<file path="src/rtl/serial_read_ctrl.sv">
// Read-side controller for an async FIFO: pops one word at a time, shifts it out
// MSB-first over a valid/ready bit interface, and sequences pointer flushes.
module serial_read_ctrl #(
   parameter int DATA_W    = 8,
   parameter int FLUSH_CYC = 4,
   parameter int CNT_W     = 16
) (
   input  logic              clk_out,
   input  logic              rst,
   input  logic              fifo_empty,
   input  logic [DATA_W-1:0] fifo_rdata,
   output logic              fifo_rd_en,
   input  logic              flush_req,
   output logic              sync_flush,
   output logic              flush_busy,
   input  logic              ser_ready,
   output logic              ser_valid,
   output logic              ser_out,
   output logic              ser_first,
   output logic [CNT_W-1:0]  words_sent
);

   localparam int BCW = $clog2(DATA_W);
   localparam int FCW = $clog2(FLUSH_CYC);
   localparam logic [BCW-1:0] BIT_TOP   = BCW'(DATA_W - 1);
   localparam logic [FCW-1:0] FLUSH_TOP = FCW'(FLUSH_CYC - 1);

   typedef enum logic [2:0] {
      IDLE,
      POP,
      LOAD,
      SHIFT,
      FLUSH
   } state_t;

   state_t            state_q, state_d;
   logic [DATA_W-1:0] shreg_q, shreg_d;
   logic [BCW-1:0]    bit_cnt_q, bit_cnt_d;
   logic [CNT_W-1:0]  words_q, words_d;
   logic              flush_pend_q, flush_pend_d;
   logic [FCW-1:0]    flush_cnt_q, flush_cnt_d;

   always_ff @(posedge clk_out or posedge rst) begin
      if (rst) begin
         state_q      <= IDLE;
         shreg_q      <= '0;
         bit_cnt_q    <= '0;
         words_q      <= '0;
         flush_pend_q <= 1'b0;
         flush_cnt_q  <= '0;
      end else begin
         state_q      <= state_d;
         shreg_q      <= shreg_d;
         bit_cnt_q    <= bit_cnt_d;
         words_q      <= words_d;
         flush_pend_q <= flush_pend_d;
         flush_cnt_q  <= flush_cnt_d;
      end
   end

   always_comb begin
      state_d      = state_q;
      shreg_d      = shreg_q;
      bit_cnt_d    = bit_cnt_q;
      words_d      = words_q;
      flush_cnt_d  = flush_cnt_q;
      // A request arriving outside FLUSH is remembered until the flush completes
      flush_pend_d = flush_pend_q | (flush_req && (state_q != FLUSH));
      fifo_rd_en   = 1'b0;
      sync_flush   = 1'b0;
      ser_valid    = 1'b0;
      ser_out      = 1'b0;
      ser_first    = 1'b0;

      case (state_q)
         IDLE: begin
            if (flush_pend_q || flush_req) begin
               state_d = FLUSH;
            end else if (!fifo_empty) begin
               state_d = POP;
            end
         end
         POP: begin
            fifo_rd_en = 1'b1;
            state_d    = LOAD;
         end
         LOAD: begin
            shreg_d   = fifo_rdata;
            bit_cnt_d = BIT_TOP;
            state_d   = SHIFT;
         end
         SHIFT: begin
            ser_valid = 1'b1;
            ser_out   = shreg_q[DATA_W-1];
            ser_first = (bit_cnt_q == BIT_TOP);
            if (ser_ready) begin
               if (bit_cnt_q != '0) begin
                  shreg_d   = {shreg_q[DATA_W-2:0], 1'b0};
                  bit_cnt_d = bit_cnt_q - BCW'(1);
               end else begin
                  words_d = words_q + CNT_W'(1);
                  if (flush_pend_q || flush_req) begin
                     state_d = FLUSH;
                  end else if (!fifo_empty) begin
                     state_d = POP;
                  end else begin
                     state_d = IDLE;
                  end
               end
            end
         end
         FLUSH: begin
            sync_flush = 1'b1;
            if (flush_cnt_q == FLUSH_TOP) begin
               flush_cnt_d  = '0;
               flush_pend_d = 1'b0;
               state_d      = IDLE;
            end else begin
               flush_cnt_d = flush_cnt_q + FCW'(1);
            end
         end
         default: state_d = IDLE;
      endcase
   end

   assign flush_busy = flush_pend_q | (state_q == FLUSH);
   assign words_sent = words_q;

endmodule

</file>
<file path="config.mk">
export PLATFORM = sky130hd
export DESIGN_NAME = serial_read_ctrl
export DESIGN_NICKNAME = d
export VERILOG_FILES = /design/src/rtl/serial_read_ctrl.sv
export SDC_FILE = /design/constraint.sdc
export NUM_CORES = 1
export LEC_CHECK = 0
export BUFFER_PORTS_ARGS = -buffer_cell sky130_fd_sc_hd__clkbuf_2
export CAP_MARGIN = 0
export CORE_AREA = 2 2 85 87
export CTS_CLUSTER_SIZE = 25
export DETAILED_ROUTE_END_ITERATION = 8
export DIE_AREA = 0 0 87 89
export PLACE_DENSITY = 0.45
export SYNTH_ARGS = -nofsm -noshare
export SYNTH_HDL_FRONTEND = slang
export SYNTH_SLANG_ARGS = --single-unit
</file>
<file path="constraint.sdc">
create_clock -name clk_out -period 1.92 [get_ports clk_out]
set_input_delay 0.096 -clock clk_out [delete_from_list [all_inputs] [get_ports clk_out]]
set_output_delay 0.096 -clock clk_out [all_outputs]
set_load 0.01 [all_outputs]
</file>
# Word-level counts from Yosys, hierarchy flattened
# Index checks and enable logic that the tools add are counted.
[word_totals] register_bits=33
[op_classes] n_eq_ne=12 n_bitwise=3 add_sub_neg=3 reduce_logical=8 muxes=22
[op_table] cell="2-to-1 mux 3 bit" count=8
[op_table] cell="adder 16 x 1 -> 16 bit (second input constant)" count=1
[op_table] cell="2-to-1 mux 8 bit" count=2
[op_table] cell="one-hot mux 8 bit (2 select lines)" count=1
[op_table] cell="one-hot mux 3 bit (5 select lines)" count=1
[op_table] cell="2-to-1 mux 1 bit" count=8
[op_table] cell="!= test 2 bit (second input constant)" count=4
[op_table] cell="equality test 3 x 2 -> 1 bit (second input constant)" count=2
[op_table] cell="equality test 3 bit (second input constant)" count=2
[op_table] cell="!= test 3 bit (second input constant)" count=2
[op_table] cell="one-hot mux 3 bit (2 select lines)" count=1
[op_table] cell="AND reduction 3 bit" count=2
[op_table] cell="AND reduction 4 bit" count=1
[op_table] cell="equality test 3 x 1 -> 1 bit (second input constant)" count=1
[op_table] cell="logical NOT 3 bit" count=1
[op_table] cell="nonzero test 3 bit" count=1
[op_table] cell="subtractor 3 x 1 -> 3 bit (second input constant)" count=1
[op_table] cell="adder 2 x 1 -> 2 bit (second input constant)" count=1
[op_table] cell="equality test 2 bit (second input constant)" count=1
[op_table] cell="2-to-1 mux 2 bit" count=1
[op_table] cell="OR 1 bit" count=2
[op_table] cell="nonzero test 2 bit" count=1
[op_table] cell="logical AND 1 bit" count=1
[op_table] cell="logical OR 1 bit" count=1
[op_table] cell="inverter 1 bit" count=1

# Longest topological paths before layout
[logic_depth] ltp_word=5 ltp_mapped=7

# Worst setup path before layout
# No wires, ideal clock.
[synth_timing] kind="flip-flop to flip-flop" start="register bit_cnt_q[0]" end="register words_q[15], in the netlist words_sent[15]" t_arrival_ns=1.585 setup_time_ns=0.124 period_less_slack_ns=1.709 n_path_buf=0 required_time_ns=1.796 path_slack_ns=0.211 path_stages_with_launch=7 cell_sequence="dfrtp_1 inv_1 ha_1 and3b_1 nand4_4 or4_1 xnor2_1"
[synth_via] elab_chain_cells=3
[synth_lines] item="start, declared" line="38" rtl="logic [BCW-1:0] bit_cnt_q, bit_cnt_d;"
[synth_lines] item="start signal, assigned" line="54" rtl="bit_cnt_q <= bit_cnt_d;"
[synth_lines] item="nonzero test 3 bit" line="97" rtl="if (bit_cnt_q != '0) begin"
[synth_lines] item="inverter 1 bit (no source line)"
[synth_lines] item="AND reduction 3 bit (no source line)"
[synth_lines] item="end signal, assigned" line="55" rtl="words_q <= words_d;"
[synth_lines] item="end, declared" line="39" rtl="logic [CNT_W-1:0] words_q, words_d;"
# No other way between the ends.
# A chain may end at the register's enable or synchronous reset.

# Final worst setup path
# Same ends and word-level chain as after synthesis.

==> summary.md <==
| Metric | Value |
|---|---|
| Final slew viol count | 0 |
| Diode count | 0 |
| LEAKAGE | about 0.0011 uW |
| Yosys cell types | 34 |
| P&R area growth vs syn | 26.0% |
| DRT Pass-1 Iters | 4 |
| Max Fanout on Critical Path | 4 |
| GP Congestion | 0.699 |
| Largest family of logic cells by synthesized area | simple AND/OR/NAND/NOR gates |
| Synth Area per Inst | 10.5 um2 |
| Clk pwr share | 27.4% |
| Final hold violations | 0 |
| Sw frac | a little under a third |
| Data required time of the worst path | 2.09 ns |
| Syn Nets | 176 |
| Reg clk slew, reported paths | approximately 0.070 ns |
| Placement Cell Area | roughly 0.0020 mm2 |
| Yosys warnings | 0 |
| Gr ovfl total | 0 |
| Arr. time, crit path | between 1.5 and 2 ns |
| Row count | 30 |
| Post-layout min period | 1.74 ns |
| Largest area contributor in the netlist | dfrtp_1 |
| Pwr Density | 1170 mW/mm2 |
| Synthesis-stage register bit count | 33 |
| Multi-input logic area | around 780 um2 |
| H-tree lvl count | 2 |
| Part of the Yosys area used for sequential elements | 49.8% |
| DRC | 0 |
| Top cell type's share of synthesized area | 49.8% |
| Routed wire length | 3.37 mm |
| Overall Power | around 2400 uW |
| Worst R2R Setup Slack | 0.18 ns |
| Kind of critical path | flop to flop |
| Largest net degree at the start of global routing | 34 |
| Initial antenna violation count | 0 |
| Synth Instances | 158 |
| Register area | approximately 830 um2 |
| Simple logic cell fraction of the synthesized area | 22.2% |
| Comb pwr share | 33.0% |
| Max transition margin | 70.4% |
| Routed length per instance | 11.9 um |
| CTS Buf Count | 5 |
| Top post-synthesis cells by area | dfrtp_1, mux2_2, nand2_1 |
| Setup slack after placement | 0.157 ns |
| Setup Viol. Count Final | 0 |
| Post-synthesis mux area share | 7.47% |
| All-Layer GR Usage | under 10% |
| XOR/XNOR Fraction of Synth Area | 7.92% |
| CP endpoint kind | flop |
| RSZ-0062 raised after global routing | no |
| First-pass GRT wire length | 5.84 mm |
| Io pins | 35 |
| Compound-Gate Fraction of Synth Area | approximately 5.4% |
| Flop pwr share | 39.6% |
| CTS sink count | 33 |
| CTS tree | yes |
| Fin Setup TNS | 0 ns |
| Final Skew | 0.00744 ns |
| Synth Area in Adders | 3.77% |
| CP max stage cell | or4_1 |
| Vias per inst | between 4 and 5 |
| Vias | 1266 |
| Antenna Violating Nets Remaining | 0 |
| Tcrit/Tclk final | 90.8% |
| Initial Utilization | 24.7% |
| Post-DP HPWL | 2.48 mm |
| Crit path largest cell delay | roughly 0.50 ns |
| Worst skew pair latency | 0.28 ns |
| Vias in the first global route | 1248 |
| HP Class | input pin to flop |
| Die X | 87 um |
| Port Buf Inserts | 34 |
| Int Pwr | approximately 1700 uW |
| DR iter-0 viols | 32 |
| Critical path cell sequence | inv_1 > ha_1 > and3b_2 > nand4_4 > or4_1 > xnor2_1 |
| Final Util | 31.1% |
| Floorplan Core Area | 0.00672 mm2 |
| Layout cells sized above 1 | 31.9% |
| Final net count | 221 |
| PnR worst setup slack | between 0.15 and 0.2 ns |
| Startpoint types | flop |
| Die footprint | 0.00774 mm2 |
| Net switching power | 775 uW |
| Worst-case vdd ir drop | 0.289 mV |
| Worst Tran Pin Value | around 0.44 ns |
| Max_cap viols | 0 |
| Outcome | completed |
| Mapped cell area | 0.00166 mm2 |
| Max frequency | around 0.57 GHz |
| Design area | 0.00209 mm2 |
| # fillers | 715 |
| Clock Tree Buf Depth | 2 |
| Die Y | 89 um |
| Root buf cell | clkbuf_8 |
through the flow:
stage                     hold WS [ns]  cells
after global placement           0.199    275
after floorplan                  0.225    158
after detailed placement         0.203    275
after global routing            0.0648    284
after CTS                       0.0462    284
final                           0.0531    284
flip-flops by register name, indices dropped and copies added, names as in the netlist:
register and flops:
bit_cnt_q 3, flush_cnt_q 2, flush_pend_q 1, shreg_q 8
state_q 3, words_sent 16
area by class of cell:
cell class                      count  share of cell area, %
Inverter                           10                   1.80
Clock buffer                        7                   4.13
Timing Repair Buffer               42                   11.1
Sequential cell                    33                   39.5
Clock inverter                      1                   1.44
Tap cell                           80                   4.79
Multi-Input combinational cell    111                   37.2
worst max-delay path, delay by kind of cell (launching register included):
kind	cells	cell delay, ns
adder cells (fa/ha/maj)	1	0.20
buffers and inverters	1	0.09
AND/OR/NAND/NOR	3	0.81
XOR/XNOR	1	0.14
flip-flops	1	0.41
worst paths after layout:
path,to,cells after the start,startpoint
max,words_sent[15],6,bit_cnt_q[0]
min,shreg_q[0],3,fifo_rdata[0]
max reg2reg,words_sent[15],6,bit_cnt_q[0]
min reg2reg,words_sent[15],1,words_sent[15]
max in group asynchronous,shreg_q[3],4,rst
min in group asynchronous,words_sent[13],4,rst
repair_timing:
item                                   4_1_cts  5_1_grt
setup endpoints to repair                    0        2
resized for setup                            0        1
buffers inserted                             0        0
hold buffers                                 1        0
endpoints found under the hold margin       33        0
cells in the mapped netlist:
master / number
a211oi_1: 1
a21o_1: 1
a21oi_1: 3
a21oi_2: 1
a22o_1: 1
and2_1: 1
and3_1: 3
and3b_1: 1
and4_1: 3
buf_2: 3
clkbuf_1: 1
dfrtp_1: 33
ha_1: 5
inv_1: 9
inv_2: 1
mux2_2: 11
nand2_1: 28
nand2b_1: 2
nand3_1: 4
nand3b_1: 1
nand3b_4: 1
nand4_1: 4
nand4_4: 1
nor2_1: 9
nor3_1: 4
nor3b_1: 1
nor4_1: 1
nor4_4: 1
o21ai_0: 5
o31a_1: 1
o32ai_1: 1
or4_1: 1
xnor2_1: 10
xor2_1: 5
layout by cell type, fill, tap and decap left out, types with 2 or more instances in the layout:
cell      netlist  routed
nor2_1          9       9
and4_1          3       3
nand2b_1        2       2
clkbuf_8        0       6
inv_1           9       9
nand2_1        28      28
dfrtp_1        33      33
nand4_1         4       4
xnor2_1        10      10
mux2_2         11      11
nor3_1          4       4
xor2_1          5       5
a21oi_1         3       3
ha_1            5       5
o21ai_0         5       5
clkbuf_2        0      34
nand3_1         4       4
buf_4           0       7
and3_1          3       3
layer usage:
metal,up-vias,share of wire (%),GRT usage [%]
met5,-,0,0
li1,624,-,-
met2,18,47,15.3
met4,0,2.0,3.84
met1,617,47,12.1
met3,7,4.0,3.14
cell families (layout without fill, tap and decap cells):
| kind of cell | Yosys count | count (layout) |
|---|---|---|
| muxes | 11 | 11 |
| buffers and inverters | 14 | 60 |
| DFF | 33 | 33 |
| and+or+nand+nor | 66 | 66 |
| AOI/OAI and AO/OA | 14 | 14 |
| adders and majority gates | 5 | 5 |
| xor gates and xnor gates | 15 | 15 |
power by group through the flow:
stage                     Clock, uW  Sequential, uW  Combinational [uW]
after CTS                       700             969                 832
after detailed placement          0             979                 828
after global placement            0             980                 819
final                           669             967                 807
after floorplan                   0             951                 595
after global routing            719             998                 934
Power figures use the tool's default switching activity.
